`config.mk`:
```
export PLATFORM = sky130hd
export DESIGN_NAME = fcs_xor_engine_flat
export DESIGN_NICKNAME = d
export VERILOG_FILES = /design/src/rtl/fcs_pkg.sv /design/src/rtl/fcs_xor_engine_if.sv /design/src/rtl/fcs_lfsr_step.sv /design/src/rtl/fcs_xor_engine.sv /design/src/flat_wrapper.sv
export SDC_FILE = /design/constraint.sdc
export NUM_CORES = 1
export LEC_CHECK = 0
export BUFFER_PORTS_ARGS = -buffer_cell sky130_fd_sc_hd__buf_4
export CAP_MARGIN = 15
export CORE_MARGIN = 2
export CORE_UTILIZATION = 25
export DETAILED_ROUTE_END_ITERATION = 7
export SYNTH_ARGS = -nofsm -noshare
export SYNTH_HDL_FRONTEND = slang
export SYNTH_HIERARCHICAL = 1
export SYNTH_SLANG_ARGS = --single-unit
```
`constraint.sdc`:
```
create_clock -name clk -period 2.12 [get_ports clk]
set_clock_uncertainty 0.2 [all_clocks]
set_input_delay 0.212 -clock clk [delete_from_list [all_inputs] [get_ports clk]]
set_output_delay 0.212 -clock clk [all_outputs]
set_load 0.005 [all_outputs]
```
`src/rtl/fcs_pkg.sv`:
```
// fcs_pkg: shared definitions for the FCS XOR-difference engine.
//   - fcs_state_e : engine state encoding (IDLE, ACCUM, EMIT)
//   - POLY_CRC32  : CRC32 generator polynomial (implicit x^32 term)
//   - INIT_CRC32  : CRC32 register reload value
package fcs_pkg;

  typedef enum logic [1:0] {
    IDLE  = 2'd0,
    ACCUM = 2'd1,
    EMIT  = 2'd2
  } fcs_state_e;

  localparam logic [31:0] POLY_CRC32 = 32'h04C11DB7;
  localparam logic [31:0] INIT_CRC32 = 32'hFFFFFFFF;

endpackage

```
`src/rtl/fcs_xor_engine_if.sv`:
```
// fcs_xor_engine_if: bundles the frame input stream, the result/status
// outputs and the serial FCS emit stream of fcs_xor_engine.
//   master : the surrounding datapath (payload source + modulator side)
//   slave  : the engine itself
// Handshakes: a beat transfers on a rising clock edge where valid and ready
// are both high; ready never depends combinationally on valid, and the
// producer holds its data stable while valid is high and ready is low.
interface fcs_xor_engine_if
  import fcs_pkg::*;
#(
  parameter int CRC_W = 32,
  parameter int DIN_W = 1,
  parameter int CNT_W = 16
);

  logic             start;      // abort/reload pulse, enters ACCUM
  logic             in_valid;   // payload beat valid
  logic             in_ready;   // high only in ACCUM
  logic [DIN_W-1:0] in_data;    // MSB is earliest bit in time
  logic             in_last;    // final beat of frame
  logic [CRC_W-1:0] val;        // CRC(data) ^ CRC(zeros)
  logic             done;       // one-cycle frame-complete pulse
  logic [CNT_W-1:0] frame_bits; // saturating bit count
  logic             fcs_valid;  // emit bit valid (EMIT state)
  logic             fcs_bit;    // current emit bit
  logic             fcs_ready;  // consumer accepts fcs_bit
  logic             busy;       // state != IDLE
  fcs_state_e       state;      // debug view of the engine FSM

  modport master (
    output start, in_valid, in_data, in_last, fcs_ready,
    input  in_ready, val, done, frame_bits, fcs_valid, fcs_bit, busy, state
  );

  modport slave (
    input  start, in_valid, in_data, in_last, fcs_ready,
    output in_ready, val, done, frame_bits, fcs_valid, fcs_bit, busy, state
  );

endinterface

```
`src/rtl/fcs_lfsr_step.sv`:
```
// fcs_lfsr_step: combinational DIN_W-bit unrolled CRC LFSR update.
//   state_i : current CRC register
//   data_i  : DIN_W input bits, data_i[DIN_W-1] applied first
//   state_o : register after all DIN_W single-bit steps
module fcs_lfsr_step #(
  parameter int          CRC_W = 32,
  parameter logic [31:0] POLY  = 32'h04C11DB7,
  parameter int          DIN_W = 1
) (
  input  logic [CRC_W-1:0] state_i,
  input  logic [DIN_W-1:0] data_i,
  output logic [CRC_W-1:0] state_o
);

  localparam logic [CRC_W-1:0] POLY_W = POLY[CRC_W-1:0];

  logic [CRC_W-1:0] s;

  always_comb begin
    s = state_i;
    for (int i = DIN_W - 1; i >= 0; i--) begin
      s = {s[CRC_W-2:0], 1'b0} ^ (POLY_W & {CRC_W{data_i[i] ^ s[CRC_W-1]}});
    end
    state_o = s;
  end

endmodule

```
`src/rtl/fcs_xor_engine.sv`:
```
// fcs_xor_engine: computes val = CRC(data) ^ CRC(equal-length zeros) over a
// framed stream, DIN_W bits per accepted beat, then (EMIT_EN=1) streams val
// out bit-serially for XORing onto the backscatter FCS field.
//   clk, rst : clock, synchronous active-high reset
//   bus      : fcs_xor_engine_if.slave (start, input stream, val/done/
//              frame_bits/busy status, serial emit stream, debug state)
module fcs_xor_engine
  import fcs_pkg::*;
#(
  parameter int               CRC_W          = 32,
  parameter logic [31:0]      POLY           = POLY_CRC32,
  parameter logic [CRC_W-1:0] INIT           = {CRC_W{1'b1}},
  parameter int               DIN_W          = 1,
  parameter int               EMIT_EN        = 1,
  parameter int               EMIT_LSB_FIRST = 0,
  parameter int               CNT_W          = 16
) (
  input logic          clk,
  input logic          rst,
  fcs_xor_engine_if.slave bus
);

  localparam int             EC_W    = $clog2(CRC_W + 1);
  localparam logic [CNT_W:0] DIN_INC = (CNT_W + 1)'(DIN_W);

  fcs_state_e       state_q, state_d;
  logic [CRC_W-1:0] data_q, data_d, zero_q, zero_d;
  logic [CRC_W-1:0] data_nx, zero_nx;
  logic [CRC_W-1:0] shreg_q, shreg_d;
  logic [EC_W-1:0]  emit_cnt_q, emit_cnt_d;
  logic [CNT_W-1:0] frame_bits_q, frame_bits_d;
  logic [CNT_W:0]   cnt_sum;
  logic             done_q, done_d;

  // Data LFSR and a twin fed with zeros; their XOR cancels INIT's effect.
  fcs_lfsr_step #(.CRC_W(CRC_W), .POLY(POLY), .DIN_W(DIN_W)) u_step_data (
    .state_i(data_q), .data_i(bus.in_data), .state_o(data_nx)
  );
  fcs_lfsr_step #(.CRC_W(CRC_W), .POLY(POLY), .DIN_W(DIN_W)) u_step_zero (
    .state_i(zero_q), .data_i('0), .state_o(zero_nx)
  );

  // Extra carry bit detects wrap so the count sticks at all ones.
  assign cnt_sum = {1'b0, frame_bits_q} + DIN_INC;

  always_comb begin
    state_d      = state_q;
    data_d       = data_q;
    zero_d       = zero_q;
    shreg_d      = shreg_q;
    emit_cnt_d   = emit_cnt_q;
    frame_bits_d = frame_bits_q;
    done_d       = 1'b0;
    if (bus.start) begin
      // Abort whatever is in flight; coincident handshakes are dropped.
      state_d      = ACCUM;
      data_d       = INIT;
      zero_d       = INIT;
      emit_cnt_d   = '0;
      frame_bits_d = '0;
    end else begin
      case (state_q)
        ACCUM: begin
          if (bus.in_valid) begin
            data_d       = data_nx;
            zero_d       = zero_nx;
            frame_bits_d = cnt_sum[CNT_W] ? {CNT_W{1'b1}} : cnt_sum[CNT_W-1:0];
            if (bus.in_last) begin
              done_d     = 1'b1;
              shreg_d    = data_nx ^ zero_nx;
              emit_cnt_d = EC_W'(CRC_W);
              state_d    = (EMIT_EN != 0) ? EMIT : IDLE;
            end
          end
        end
        EMIT: begin
          if (bus.fcs_ready) begin
            if (EMIT_LSB_FIRST != 0) shreg_d = {1'b0, shreg_q[CRC_W-1:1]};
            else                     shreg_d = {shreg_q[CRC_W-2:0], 1'b0};
            emit_cnt_d = emit_cnt_q - EC_W'(1);
            if (emit_cnt_q == EC_W'(1)) state_d = IDLE;
          end
        end
        default: ;
      endcase
    end
  end

  always_ff @(posedge clk) begin
    if (rst) begin
      state_q      <= IDLE;
      data_q       <= INIT;
      zero_q       <= INIT;
      shreg_q      <= '0;
      emit_cnt_q   <= '0;
      frame_bits_q <= '0;
      done_q       <= 1'b0;
    end else begin
      state_q      <= state_d;
      data_q       <= data_d;
      zero_q       <= zero_d;
      shreg_q      <= shreg_d;
      emit_cnt_q   <= emit_cnt_d;
      frame_bits_q <= frame_bits_d;
      done_q       <= done_d;
    end
  end

  // All handshake outputs decode registered state only.
  assign bus.in_ready   = (state_q == ACCUM);
  assign bus.fcs_valid  = (state_q == EMIT);
  assign bus.fcs_bit    = (state_q == EMIT) &&
                          ((EMIT_LSB_FIRST != 0) ? shreg_q[0] : shreg_q[CRC_W-1]);
  assign bus.busy       = (state_q != IDLE);
  assign bus.val        = data_q ^ zero_q;
  assign bus.done       = done_q;
  assign bus.frame_bits = frame_bits_q;
  assign bus.state      = state_q;

endmodule
```
`src/flat_wrapper.sv`:
```
// flat-port wrapper written by rule: the top's interface ports become plain ports
module fcs_xor_engine_flat import fcs_pkg::*;
#(
  parameter int               CRC_W          = 32,
  parameter logic [31:0]      POLY           = POLY_CRC32,
  parameter logic [CRC_W-1:0] INIT           = {CRC_W{1'b1}},
  parameter int               DIN_W          = 1,
  parameter int               EMIT_EN        = 1,
  parameter int               EMIT_LSB_FIRST = 0,
  parameter int               CNT_W          = 16
)
  (clk, rst, bus_start, bus_in_valid, bus_in_data, bus_in_last, bus_fcs_ready, bus_in_ready, bus_val, bus_done, bus_frame_bits, bus_fcs_valid, bus_fcs_bit, bus_busy, bus_state);
  fcs_xor_engine_if #(.CRC_W(CRC_W), .DIN_W(DIN_W), .CNT_W(CNT_W)) bus_i ();
  input logic clk;
  input logic rst;
  input wire logic [$bits(bus_i.start)-1:0] bus_start;
  input wire logic [$bits(bus_i.in_valid)-1:0] bus_in_valid;
  input wire logic [$bits(bus_i.in_data)-1:0] bus_in_data;
  input wire logic [$bits(bus_i.in_last)-1:0] bus_in_last;
  input wire logic [$bits(bus_i.fcs_ready)-1:0] bus_fcs_ready;
  output wire logic [$bits(bus_i.in_ready)-1:0] bus_in_ready;
  output wire logic [$bits(bus_i.val)-1:0] bus_val;
  output wire logic [$bits(bus_i.done)-1:0] bus_done;
  output wire logic [$bits(bus_i.frame_bits)-1:0] bus_frame_bits;
  output wire logic [$bits(bus_i.fcs_valid)-1:0] bus_fcs_valid;
  output wire logic [$bits(bus_i.fcs_bit)-1:0] bus_fcs_bit;
  output wire logic [$bits(bus_i.busy)-1:0] bus_busy;
  output wire logic [$bits(bus_i.state)-1:0] bus_state;
  assign bus_i.start = bus_start;
  assign bus_i.in_valid = bus_in_valid;
  assign bus_i.in_data = bus_in_data;
  assign bus_i.in_last = bus_in_last;
  assign bus_i.fcs_ready = bus_fcs_ready;
  assign bus_in_ready = bus_i.in_ready;
  assign bus_val = bus_i.val;
  assign bus_done = bus_i.done;
  assign bus_frame_bits = bus_i.frame_bits;
  assign bus_fcs_valid = bus_i.fcs_valid;
  assign bus_fcs_bit = bus_i.fcs_bit;
  assign bus_busy = bus_i.busy;
  assign bus_state = bus_i.state;
  fcs_xor_engine #(.CRC_W(CRC_W), .POLY(POLY), .INIT(INIT), .DIN_W(DIN_W), .EMIT_EN(EMIT_EN), .EMIT_LSB_FIRST(EMIT_LSB_FIRST), .CNT_W(CNT_W)) u_core (.clk(clk), .rst(rst), .bus(bus_i));
endmodule
```
* After elaboration in Yosys (flattened, before gate mapping)
Cells that the tools add are included.
** Operators by class
- Multiplexer cells :: 16
- Add/sub/neg operators :: 2
- Bitwise operators :: 8
- Reduce and logical (&&, ||, !) cells :: 11
- Equal/unequal tests :: 11
** Operators by type and width (count)
- $mux W32 :: 3
- $pmux W32 S2 :: 1
- $xor A32 B27 Y32 :: 2
- $xor A32 B32 Y32 :: 2
- $mux W6 :: 3
- $add A16 B1 Y17 const B :: 1
- $mux W16 :: 1
- $reduce_and A5 Y1 :: 3
- $pmux W6 S2 :: 1
- $ne A3 B3 Y1 const B :: 3
- $mux W2 :: 4
- $eq A6 B1 Y1 const B :: 1
- $ne A2 B2 Y1 const B :: 3
- $sub A6 B1 Y6 const B :: 1
- $pmux W2 S2 :: 1
- $reduce_and A4 Y1 :: 1
- $reduce_bool A2 Y1 :: 2
- $reduce_or A4 Y1 :: 1
- $ne A3 B2 Y1 const B :: 1
- $not A1 Y1 :: 3
- $reduce_bool A3 Y1 :: 1
- $eq A2 B1 Y1 const B :: 1
- $eq A2 B2 Y1 const B :: 1
- $mux W1 :: 2
- other kinds (5) :: 5
** Word-level totals
- Flip-flop bits (word level) :: 121
- Output and inout port bits :: 55
- Input bits :: 7

* Logic depth before layout (Yosys ltp)
Gate-level depths: netlist of run 1.
- Depth in word-level cells :: 6
- Depth in mapped cells :: 9
- Mapped depth without buffers :: 6

* By module
The synthesis of run 1 kept the hierarchy.
** Modules (own cells, without submodules)
- fcs_xor_engine :: area an instance 5471.5 µm², sequential area each 2422.3 µm², cells an instance 703, times used 1
- fcs_lfsr_step :: area an instance 501.7 µm², sequential area each 0.0 µm², cells an instance 35, times used 2

* Least setup slack after synthesis of run 1
No wires, ideal clock.
- Path kind :: register to register
- Start :: register u_core.state_q[1] (netlist: u_core/bus.state[1])
- End :: register u_core.shreg_q[10]
- Path slack :: 0.220 ns
- Data required time :: 1.788 ns
- Path buffers :: 3
- Arrival time :: 1.568 ns
- Cell stages (with the launch flop) :: 10
- Path through :: dfxtp_1 inv_1 ha_1 a21bo_2 buf_4 and4b_1 buf_2 buf_4 nand2_1 a21oi_1
** Between the ends
- Cells in the longest elaborated chain, start to end :: 3
- Elaborated cells between the ends (all ways) :: 8
- Classes of those cells :: 5 x eq/ne; 1 x mux; 2 x reduce/logical
** RTL lines
- start: declaration :: RTL line fcs_xor_engine.sv:26 : fcs_state_e state_q, state_d;
- start signal: assignment :: RTL line fcs_xor_engine.sv:99 : state_q <= state_d;
- $eq A2 B1 Y1 *
- via bus_in_ready :: RTL line flat_wrapper.sv:21 : output wire logic [$bits(bus_i.in_ready)-1:0] bus_in_ready;
- $ne A2 B2 Y1 (no source line) / $reduce_bool A2 Y1 (equally long branches)
- $reduce_and A5 Y1 (no source line)
- end signal: assignment :: RTL line fcs_xor_engine.sv:102 : shreg_q <= shreg_d;
- end: declaration :: RTL line fcs_xor_engine.sv:29 : logic [CRC_W-1:0] shreg_q, shreg_d;
Mark *: on every way through the listed nets, which the timed path passes. The rest lies on a longest branch.
A chain may end at the register's enable or synchronous reset.

* Worst setup path after layout of run 1
- Start :: register u_core.state_q[1] (netlist: u_core/bus.state[1])
- End :: register u_core.shreg_q[11]
** Between the ends
- Cells in the longest elaborated chain, start to end :: 3
- Elaborated cells between the ends (all ways) :: 8
- Classes of those cells :: 5 x eq/ne; 1 x mux; 2 x reduce/logical
** RTL lines
- $eq A2 B2 Y1 / $eq A2 B1 Y1 (equally long branches) :: RTL line fcs_xor_engine.sv:62 : case (state_q)
- $ne A2 B2 Y1 (no source line) / $reduce_bool A2 Y1 (equally long branches)
- $reduce_and A5 Y1 (no source line)
Several ways; a longest one is shown, not always the timed one.

==> results of run 1 <==
==> stage by stage <==
| stage | util | total power (W) | setup slack (ps) | hold WS (ps) |
|---|---|---|---|---|
| global route | 0.303 | 0.00618 | 6.37 | 118 |
| CTS | 0.301 | 0.00599 | 19.6 | 68.5 |
| floorplan | - | 0.00295 | 220 | 130 |
| detailed placement | 0.277 | 0.00311 | 131 | 245 |
| finish | 0.303 | 0.00593 | 126 | 82.3 |
| global placement | 0.277 | 0.00311 | 135 | 238 |
==> power by group <==
group / leakage [nW] / internal, W / switching, W
Clock: 0.283 / 0.00177 / 0.00109
Combinational: 1.95 / 0.000331 / 0.000346
Sequential: 0.983 / 0.00234 / 0.0000580
Total: 3.22 / 0.00444 / 0.00150
==> repair_timing <==
action / in CTS / in global routing
resized for setup: 0 / 4
hold buffers: 3 / 0
setup endpoints to repair: 0 / 19
hold endpoints to repair: 6 / 0
==> worst paths after layout <==
path	depth (start not counted)	slack, ps	from	endpoint
worst max register to register	7	130	u_core/bus.state[1]	u_core/shreg_q[11]
worst min register to register	2	250	u_core/shreg_q[29]	u_core/shreg_q[29]
worst max-delay path	7	130	u_core/bus.state[1]	u_core/shreg_q[11]
worst min-delay path	5	80	bus_fcs_ready	u_core/emit_cnt_q[0]
==> Yosys cell counts (all sizes together) <==
cell	n
nand2	232
dfxtp	121
nand3	69
buf	58
a21oi	49
xor2	40
xnor2	38
o21ai	35
clkbuf	28
xor3	26
nor2	12
nand4	9
inv	8
ha	6
a31oi	5
nor3	5
and2	4
and4	4
nor4	4
and3	3
nand4b	3
nor2b	2
a211oi	1
a21bo	1
and4b	1
conb	1
mux2	1
mux2i	1
nand2b	1
nand3b	1
o21a	1
or2	1
or3	1
or4	1
==> per-layer routing <==
metal | vias to the layer above | track usage | wire, µm
met5 | - | 0 | 0
met4 | 0 | 0.0470 | 243
met3 | 12 | 0.0211 | 399
met2 | 71 | 0.174 | 7110
met1 | 2302 | 0.146 | 7020
li1 | 2537 | - | -
==> cell families (layout without fill, tap and decap cells) <==
kind of cell	after synthesis	in the layout	share of synthesized area
other	1	1	0.000579
XOR/XNOR	104	104	0.206
AO/OA/AOI/OAI	92	92	0.0736
flip-flops	121	121	0.374
buffers and inverters	94	120	0.0864
multiplexers	2	2	0.00328
AND/OR/NAND/NOR	353	353	0.245
adder cells (fa/ha/maj)	6	6	0.0116
==> sequential cells by signal, summed over array words and instances (netlist names) <==
signal                 flops
u_core/bus.done            1
u_core/data_q             32
u_core/zero_q             32
u_core/shreg_q            32
u_core/bus.state           2
u_core/bus.frame_bits     16
u_core/emit_cnt_q          6
==> final cells by class <==
type / count / share of cell area
Clock buffer: 19 / 0.0578
Clock inverter: 13 / 0.0191
Inverter: 8 / 0.00392
Multi-Input combinational cell: 558 / 0.460
Sequential cell: 121 / 0.316
Tap cell: 330 / 0.0538
Timing Repair Buffer: 80 / 0.0897
==> worst max-delay path, stage by stage, from the launching register on <==
cell and delay [ps]:
sky130_fd_sc_hd__dfxtp_1 390, sky130_fd_sc_hd__inv_1 100, sky130_fd_sc_hd__ha_1 270, sky130_fd_sc_hd__a21bo_4 280, sky130_fd_sc_hd__and4b_1 250, sky130_fd_sc_hd__buf_12 190
sky130_fd_sc_hd__nand2_1 70, sky130_fd_sc_hd__a21oi_1 140
==> impl_metrics.yaml, run 1 <==
critical_path:
  worst_path_max_fanout: 31
  required_time_at_the_worst_slack_endpoint_ps: 2250
  setup.worst_path.start_class: "flip-flop"
  endpoint_kind: "flip-flop"
  path_class: "flip-flop to flip-flop"
  crit_arrival_ps: 2130
timing:
  post-route-period-util: 0.940
  finalSetupTns_ps: 0
  maxSlewViolCount: 0
  finalHoldViolations: 0
  setup_repair_after_global_routing_missed_its_margin: "false"
  finalSetupViolCount: 0
  clock.fmax_ghz: 0.502
  period_needed_ps: 1990
synthesis:
  ys_seq_elements: 121
  synthesis.nets: 786
  synth.top_cells.by_area: "sky130_fd_sc_hd__dfxtp_1 (37%), sky130_fd_sc_hd__nand2_1 (13%), sky130_fd_sc_hd__xor3_1 (6.6%)"
  ys_warn_count: 6
  library_cells_used_by_synthesis: 43
  synthesis.area_mm2: 0.00647
  post_synth_inst_count: 773
  netlist.top_cell.by_area: "sky130_fd_sc_hd__dfxtp_1"
  synth_area_per_cell_um2: 8.38
  yosysSeqAreaShare: 0.374
  synth_top_area_share: 0.374
place:
  gpl.final_weighted_congestion: 0.767
  placedInstanceArea_mm2: 0.00701
  buffer_ports.inserted: 61
  place.detailed.instances: 1093
  hpwl_mm: 9.48
global_route:
  first_pass_grt_wire_length_mm: 23.6
  global_route.usage.total: 0.110
  grt_antenna_before_repair: 0
  grt_pass1_vias: 4541
  overflow: 0
  grt_max_degree: 68
power:
  p_leak_nw: 3.22
  p_per_area_mw_per_mm2: 774
  ir_worst_vdd_v: 0.000365
floorplanning:
  die_width_um: 165
  dieHeight_um: 165
  floorplan.core_area_mm2: 0.0253
  rows: 58
  io-pin-count: 62
  initial_core_util: 0.256
  design.die.area_mm2: 0.0272
clock_network:
  clkTransAtPathRegs_ps: 60
  cts_made_buffers: 17
  clock-sinks: 121
  cts-root-to-sink-buffers: 2
  setup_buffers_after_cts: 0
  cts_tree: "yes"
  ctsHtreeMaxLevel: 4
  clk_root_buffer_cell: "sky130_fd_sc_hd__clkbuf_16"
  clk-insertion-delay-late_ps: 410
drt:
  detail_route.wirelength_mm: 14.8
  avgRoutedWirePerCell_um: 13.1
  postRouteAntennaNets: 0
  drc: 0
  route.vias.total: 4922
  vias_per_cell: 4.36
  dr.pass1.iters: 5
  drtIter0Drc: 362
flow_run:
  cap_viol_max_count: 0
cells_and_area:
  final_common_cell: "sky130_fd_sc_hd__nand2_1"
  fillCellCount: 2597
  layout.area.seq_mm2: 0.00242
  area_added_between_synthesis_and_finish_pct: 18.4
  count_of_nets_after_finishing: 799
  multi_input_comb_area_mm2: 0.00352
  layoutNonFillerInstCount: 1129
  most_used_cells_in_the_layout_excluding_fill_and_tap_cells: "sky130_fd_sc_hd__nand2_1 (230), sky130_fd_sc_hd__dfxtp_1 (120), sky130_fd_sc_hd__buf_4 (71)"
  finalInstanceArea_mm2: 0.00767
  post_route_cells_drive_above_1_share: 0.165
  n_antenna_cell: 0
min_path:
  type_of_the_worst_min_delay_path: "primary input to flip-flop"
run_status:
  outcome: "finished clean"
Note: power is estimated with default switching activity, not from simulation.
==> run 2: changes to the inputs <==
--- a/config.mk
+++ b/config.mk
@@ -6,9 +6,10 @@
 export NUM_CORES = 1
 export LEC_CHECK = 0
 export BUFFER_PORTS_ARGS = -buffer_cell sky130_fd_sc_hd__buf_4
-export CAP_MARGIN = 15
+export CAP_MARGIN = 20
 export CORE_MARGIN = 2
 export CORE_UTILIZATION = 25
+export CTS_BUF_LIST = sky130_fd_sc_hd__clkbuf_2
 export DETAILED_ROUTE_END_ITERATION = 7
 export SYNTH_ARGS = -nofsm -noshare
 export SYNTH_HDL_FRONTEND = slang
==> impl_metrics.yaml, run 2 (synthesized netlist as in run 1, its figures left out) <==
run_status:
  outcome: "finished clean"
critical_path:
  critical_register_to_register_path_endpoint: "u_core/bus.frame_bits[14]"
  worst_path_max_fanout: 4
  r2r_start: "u_core/bus.state[0]"
  crit_arrival_ps: 1610
  setup.worst_path.start_class: "flip-flop"
  rrSetupSlack_ps: 150
  path_class: "flip-flop to output port"
  crit_path_start: "u_core/zero_q[30]"
  worstRegToRegCells: 6
  required_time_at_the_worst_slack_endpoint_ps: 1710
  endpoint_kind: "output port"
floorplanning:
  rows: 58
  io-pin-count: 62
  dieHeight_um: 165
  die_width_um: 165
  floorplan.core_area_mm2: 0.0253
  initial_core_util: 0.256
  design.die.area_mm2: 0.0272
place:
  buffer_ports.inserted: 61
  hpwl_mm: 9.48
  gpl.final_weighted_congestion: 0.767
  placedInstanceArea_mm2: 0.00701
timing:
  finalSetupViolCount: 0
  finalHoldViolations: 0
  period_needed_ps: 2020
  post-route-period-util: 0.952
  fin_hold_ws_ps: 117
  setup_repair_after_global_routing_missed_its_margin: "false"
  clock.fmax_ghz: 0.496
  maxSlewViolCount: 0
drt:
  detail_route.wirelength_mm: 14.9
  drtIter0Drc: 379
  vias_per_cell: 4.34
  postRouteAntennaNets: 0
  dr.pass1.iters: 5
  avgRoutedWirePerCell_um: 13.1
  route.vias.total: 4947
  drc: 0
cells_and_area:
  final_common_cell: "sky130_fd_sc_hd__nand2_1"
  most_used_cells_in_the_layout_excluding_fill_and_tap_cells: "sky130_fd_sc_hd__nand2_1 (230), sky130_fd_sc_hd__dfxtp_1 (119), sky130_fd_sc_hd__buf_4 (74)"
  finalInstanceArea_mm2: 0.00746
  count_of_nets_after_finishing: 809
  post_route_cells_drive_above_1_share: 0.177
  biggestRegsByFlops: "u_core/data_q (32), u_core/shreg_q (32), u_core/zero_q (32)"
  area_added_between_synthesis_and_finish_pct: 15.2
clock_network:
  cts_made_buffers: 17
  clk-insertion-delay-late_ps: 670
  clkTransAtPathRegs_ps: 200
  clock-sinks: 121
  cts-root-to-sink-buffers: 2
  clk_root_buffer_cell: "sky130_fd_sc_hd__clkbuf_2"
  ctsHtreeMaxLevel: 4
  cts_tree: "yes"
min_path:
  holdPathStages: 3
  type_of_the_worst_min_delay_path: "primary input to flip-flop"
  min_to: "u_core/bus.state[0]"
  worstHoldStart: "rst"
power:
  design_power_total_w: 0.00459
  p_leak_nw: 3.15
  ir_worst_vdd_v: 0.000257
  p_per_area_mw_per_mm2: 615
global_route:
  grt_max_degree: 66
  first_pass_grt_wire_length_mm: 24.1
  overflow: 0
  grt_pass1_vias: 4599
  global_route.usage.total: 0.113
  grt_antenna_before_repair: 1
flow_run:
  cap_viol_max_count: 0
run 2: changes by cell type in the layout (fill, tap and decap cells not counted), moves of 2 or more:
cell                            change
sky130_fd_sc_hd__clkbuf_16         -18
sky130_fd_sc_hd__clkbuf_2          +18
sky130_fd_sc_hd__dlygate4sd3_1      +4
sky130_fd_sc_hd__buf_4              +3
sky130_fd_sc_hd__buf_6              +3
sky130_fd_sc_hd__and2_4             +2
sky130_fd_sc_hd__bufbuf_16          +2
run 2: final cells by class:
cell class / instances / area, µm²
diodes: 1 / 2.50
clock buffers: 18 / 90.1
clock inverters: 14 / 150
fillers: 2623 / 17900
inverters: 8 / 32.5
multi-input cells: 558 / 3540
flip-flops and latches: 121 / 2430
well taps: 330 / 413
repair buffers: 90 / 805
run 2: critical path: stages (launching register included):
cell	delay, ps
sky130_fd_sc_hd__dfxtp_1	460
sky130_fd_sc_hd__xor2_1	300
sky130_fd_sc_hd__buf_4	170
run 2: timing repair:
action                     in CTS  in global routing
pin swaps                       0                  1
setup endpoints to repair       3                 39
setup buffers                   5                  1
hold buffers                    7                  0
cloned                          2                  0
hold endpoints to repair      121                  0
resized for setup               9                  6
run 2: per-stage QoR:
step | setup TNS [ps] | worst slack, ps | utilization | std cells
2_1_floorplan | 0 | 220 | - | 773
3_3_place_gp | 0 | 135 | 0.277 | 1093
3_5_place_dp | 0 | 131 | 0.277 | 1093
4_1_cts | -14.9 | -14.9 | 0.294 | 1139
5_1_grt | 0 | 5.30 | 0.294 | 1140
6_report | 0 | 102 | 0.294 | 1140
run 2: per-layer routing:
| layer | GRT usage | up-vias | part of all wire |
|---|---|---|---|
| met1 | 0.145 | 2307 | 0.47 |
| met2 | 0.188 | 70 | 0.49 |
| li1 | - | 2556 | - |
| met3 | 0.0218 | 14 | 0.029 |
| met5 | 0 | - | 0 |
| met4 | 0.0419 | 0 | 0.014 |
run 2: where the power goes:
| part | total (W) | internal (W) | switching (W) |
|---|---|---|---|
| Clock | 0.00150 | 0.000550 | 0.000947 |
| Sequential | 0.00240 | 0.00234 | 0.0000578 |
| Combinational | 0.000693 | 0.000343 | 0.000350 |
run 2: how the worst max path moves through the flow:
| stage | end | cells after the start |
|---|---|---|
| after floorplan | u_core/shreg_q[10] | 9 |
| after global placement | u_core/bus.frame_bits[14] | 5 |
| after detailed placement | u_core/shreg_q[24] | 7 |
| after CTS | bus_fcs_bit | 5 |
| after global routing | bus_val[30] | 2 |
| final | bus_val[30] | 2 |
==> run 3: changes to the inputs <==
--- a/config.mk
+++ b/config.mk
@@ -11,6 +11,7 @@
 export CORE_UTILIZATION = 25
 export CTS_BUF_LIST = sky130_fd_sc_hd__clkbuf_2
 export DETAILED_ROUTE_END_ITERATION = 7
+export RECOVER_POWER = 25
 export SYNTH_ARGS = -nofsm -noshare
 export SYNTH_HDL_FRONTEND = slang
 export SYNTH_HIERARCHICAL = 1
==> impl_metrics.yaml, run 3 (synthesized netlist as in run 1, its figures left out) <==
min_path:
  min_to: "u_core/bus.state[0]"
  holdPathStages: 3
  worstHoldStart: "rst"
  type_of_the_worst_min_delay_path: "primary input to flip-flop"
cells_and_area:
  fillCellCount: 2622
  biggestRegsByFlops: "u_core/data_q (32), u_core/shreg_q (32), u_core/zero_q (32)"
  count_of_nets_after_finishing: 809
  post_route_cells_drive_above_1_share: 0.174
  finalInstanceArea_mm2: 0.00744
  layout.area.seq_mm2: 0.00243
  multi_input_comb_area_mm2: 0.00354
  area_added_between_synthesis_and_finish_pct: 15.0
  final_common_cell: "sky130_fd_sc_hd__nand2_1"
  postLayoutCoreUtil: 0.294
  most_used_cells_in_the_layout_excluding_fill_and_tap_cells: "sky130_fd_sc_hd__nand2_1 (230), sky130_fd_sc_hd__dfxtp_1 (120), sky130_fd_sc_hd__nand3_1 (69)"
critical_path:
  path_class: "flip-flop to flip-flop"
  worstRegToRegCells: 5
  worst_path_max_fanout: 7
  required_time_at_the_worst_slack_endpoint_ps: 2490
  endpoint_kind: "flip-flop"
  rrSetupSlack_ps: 90
  crit_arrival_ps: 2400
  r2r_start: "u_core/bus.state[1]"
  critical_register_to_register_path_endpoint: "u_core/bus.done"
  setup.worst_path.start_class: "flip-flop"
timing:
  maxSlewViolCount: 0
  worst_pin_slew_ps: 516
  post-route-period-util: 0.956
  finalHoldViolations: 0
  period_needed_ps: 2030
  maxSlewHeadroom: 0.656
  finalSetupViolCount: 0
  setup_repair_after_global_routing_missed_its_margin: "false"
  finalSetupTns_ps: 0
  clock.fmax_ghz: 0.493
  timing.final.ws_setup_ps: 92.9
power:
  design_power_total_w: 0.00458
  p_clk_frac: 0.326
  part_of_the_power_in_registers: 0.523
  p_leak_nw: 3.13
  p_sw_w: 0.00135
  ir_worst_vdd_v: 0.000257
  cell_internal_pwr_w: 0.00323
  p_per_area_mw_per_mm2: 616
  power_switching_share: 0.295
  power.share.combinational: 0.151
drt:
  avgRoutedWirePerCell_um: 13.1
  route.vias.total: 4942
  vias_per_cell: 4.34
  drtIter0Drc: 368
  detail_route.wirelength_mm: 14.9
  drc: 0
  dr.pass1.iters: 5
  postRouteAntennaNets: 0
global_route:
  overflow: 0
  global_route.usage.total: 0.113
  first_pass_grt_wire_length_mm: 24.1
  grt_antenna_before_repair: 1
  grt_max_degree: 66
  grt_pass1_vias: 4599
floorplanning:
  rows: 58
  design.die.area_mm2: 0.0272
  io-pin-count: 62
  die_width_um: 165
  floorplan.core_area_mm2: 0.0253
  initial_core_util: 0.256
  dieHeight_um: 165
place:
  placedInstanceArea_mm2: 0.00701
  gpl.final_weighted_congestion: 0.767
  buffer_ports.inserted: 61
  hpwl_mm: 9.48
  detailedPlace.worstSlack_ps: 131
clock_network:
  cts-root-to-sink-buffers: 2
  clk_root_buffer_cell: "sky130_fd_sc_hd__clkbuf_2"
  cts_made_buffers: 17
  clock-sinks: 121
  cts_tree: "yes"
  ctsHtreeMaxLevel: 4
  clk-insertion-delay-late_ps: 670
  clkTransAtPathRegs_ps: 180
flow_run:
  cap_viol_max_count: 0
run_status:
  outcome: "finished clean"
## run 3: repair_timing
action | 4_1_cts | 5_1_grt
pin swaps | 0 | 1
endpoints found under the hold margin | 121 | 0
gates resized for setup | 9 | 6
setup endpoints to repair | 3 | 39
hold buffers | 7 | 0
gates cloned | 2 | 0
setup buffers | 5 | 1
## run 3: layout make-up
cell class,count,area share
Sequential cell,121,0.326
Timing Repair Buffer,90,0.106
Tap cell,330,0.0555
Inverter,8,0.00437
Clock buffer,18,0.0121
Antenna cell,1,0.000336
Clock inverter,14,0.0202
Multi-Input combinational cell,558,0.475
## run 3: worst max-delay path, stage by stage (launching register included)
cell and delay [ps]:
sky130_fd_sc_hd__dfxtp_1 440, sky130_fd_sc_hd__inv_1 100, sky130_fd_sc_hd__ha_2 230, sky130_fd_sc_hd__and2_2 240
sky130_fd_sc_hd__and3_1 190, sky130_fd_sc_hd__dlygate4sd3_1 540
## run 3: worst max path at each step
stage	start	to
after CTS	u_core/bus.state[0]	bus_fcs_bit
after detailed placement	u_core/bus.state[1]	u_core/shreg_q[24]
after floorplan	u_core/bus.state[1]	u_core/shreg_q[10]
after global placement	u_core/bus.state[0]	u_core/bus.frame_bits[14]
after global routing	u_core/bus.state[1]	u_core/bus.done
final	u_core/bus.state[1]	u_core/bus.done
## run 3: power groups by stage
stage | Combinational, W | Sequential, W | Clock (W)
CTS | 0.000694 | 0.00240 | 0.00155
global placement | 0.000666 | 0.00244 | 0
finish | 0.000691 | 0.00240 | 0.00150
floorplan | 0.000524 | 0.00243 | 0
detailed placement | 0.000669 | 0.00244 | 0
global route | 0.000770 | 0.00241 | 0.00163
## run 3: per-stage QoR
| step | std cells | hold slack [ps] |
|---|---|---|
| 6_report | 1140 | 118 |
| 5_1_grt | 1140 | 60.7 |
| 4_1_cts | 1139 | 63.6 |
| 3_5_place_dp | 1093 | 245 |
| 3_3_place_gp | 1093 | 238 |
| 2_1_floorplan | 773 | 130 |
## run 3: metal layers
| layer | wire length [µm] | global-route usage | vias up |
|---|---|---|---|
| met4 | 217 | 0.0419 | 0 |
| met1 | 7050 | 0.145 | 2310 |
| met3 | 388 | 0.0218 | 14 |
| li1 | - | - | 2558 |
| met5 | 0 | 0 | - |
| met2 | 7270 | 0.188 | 60 |
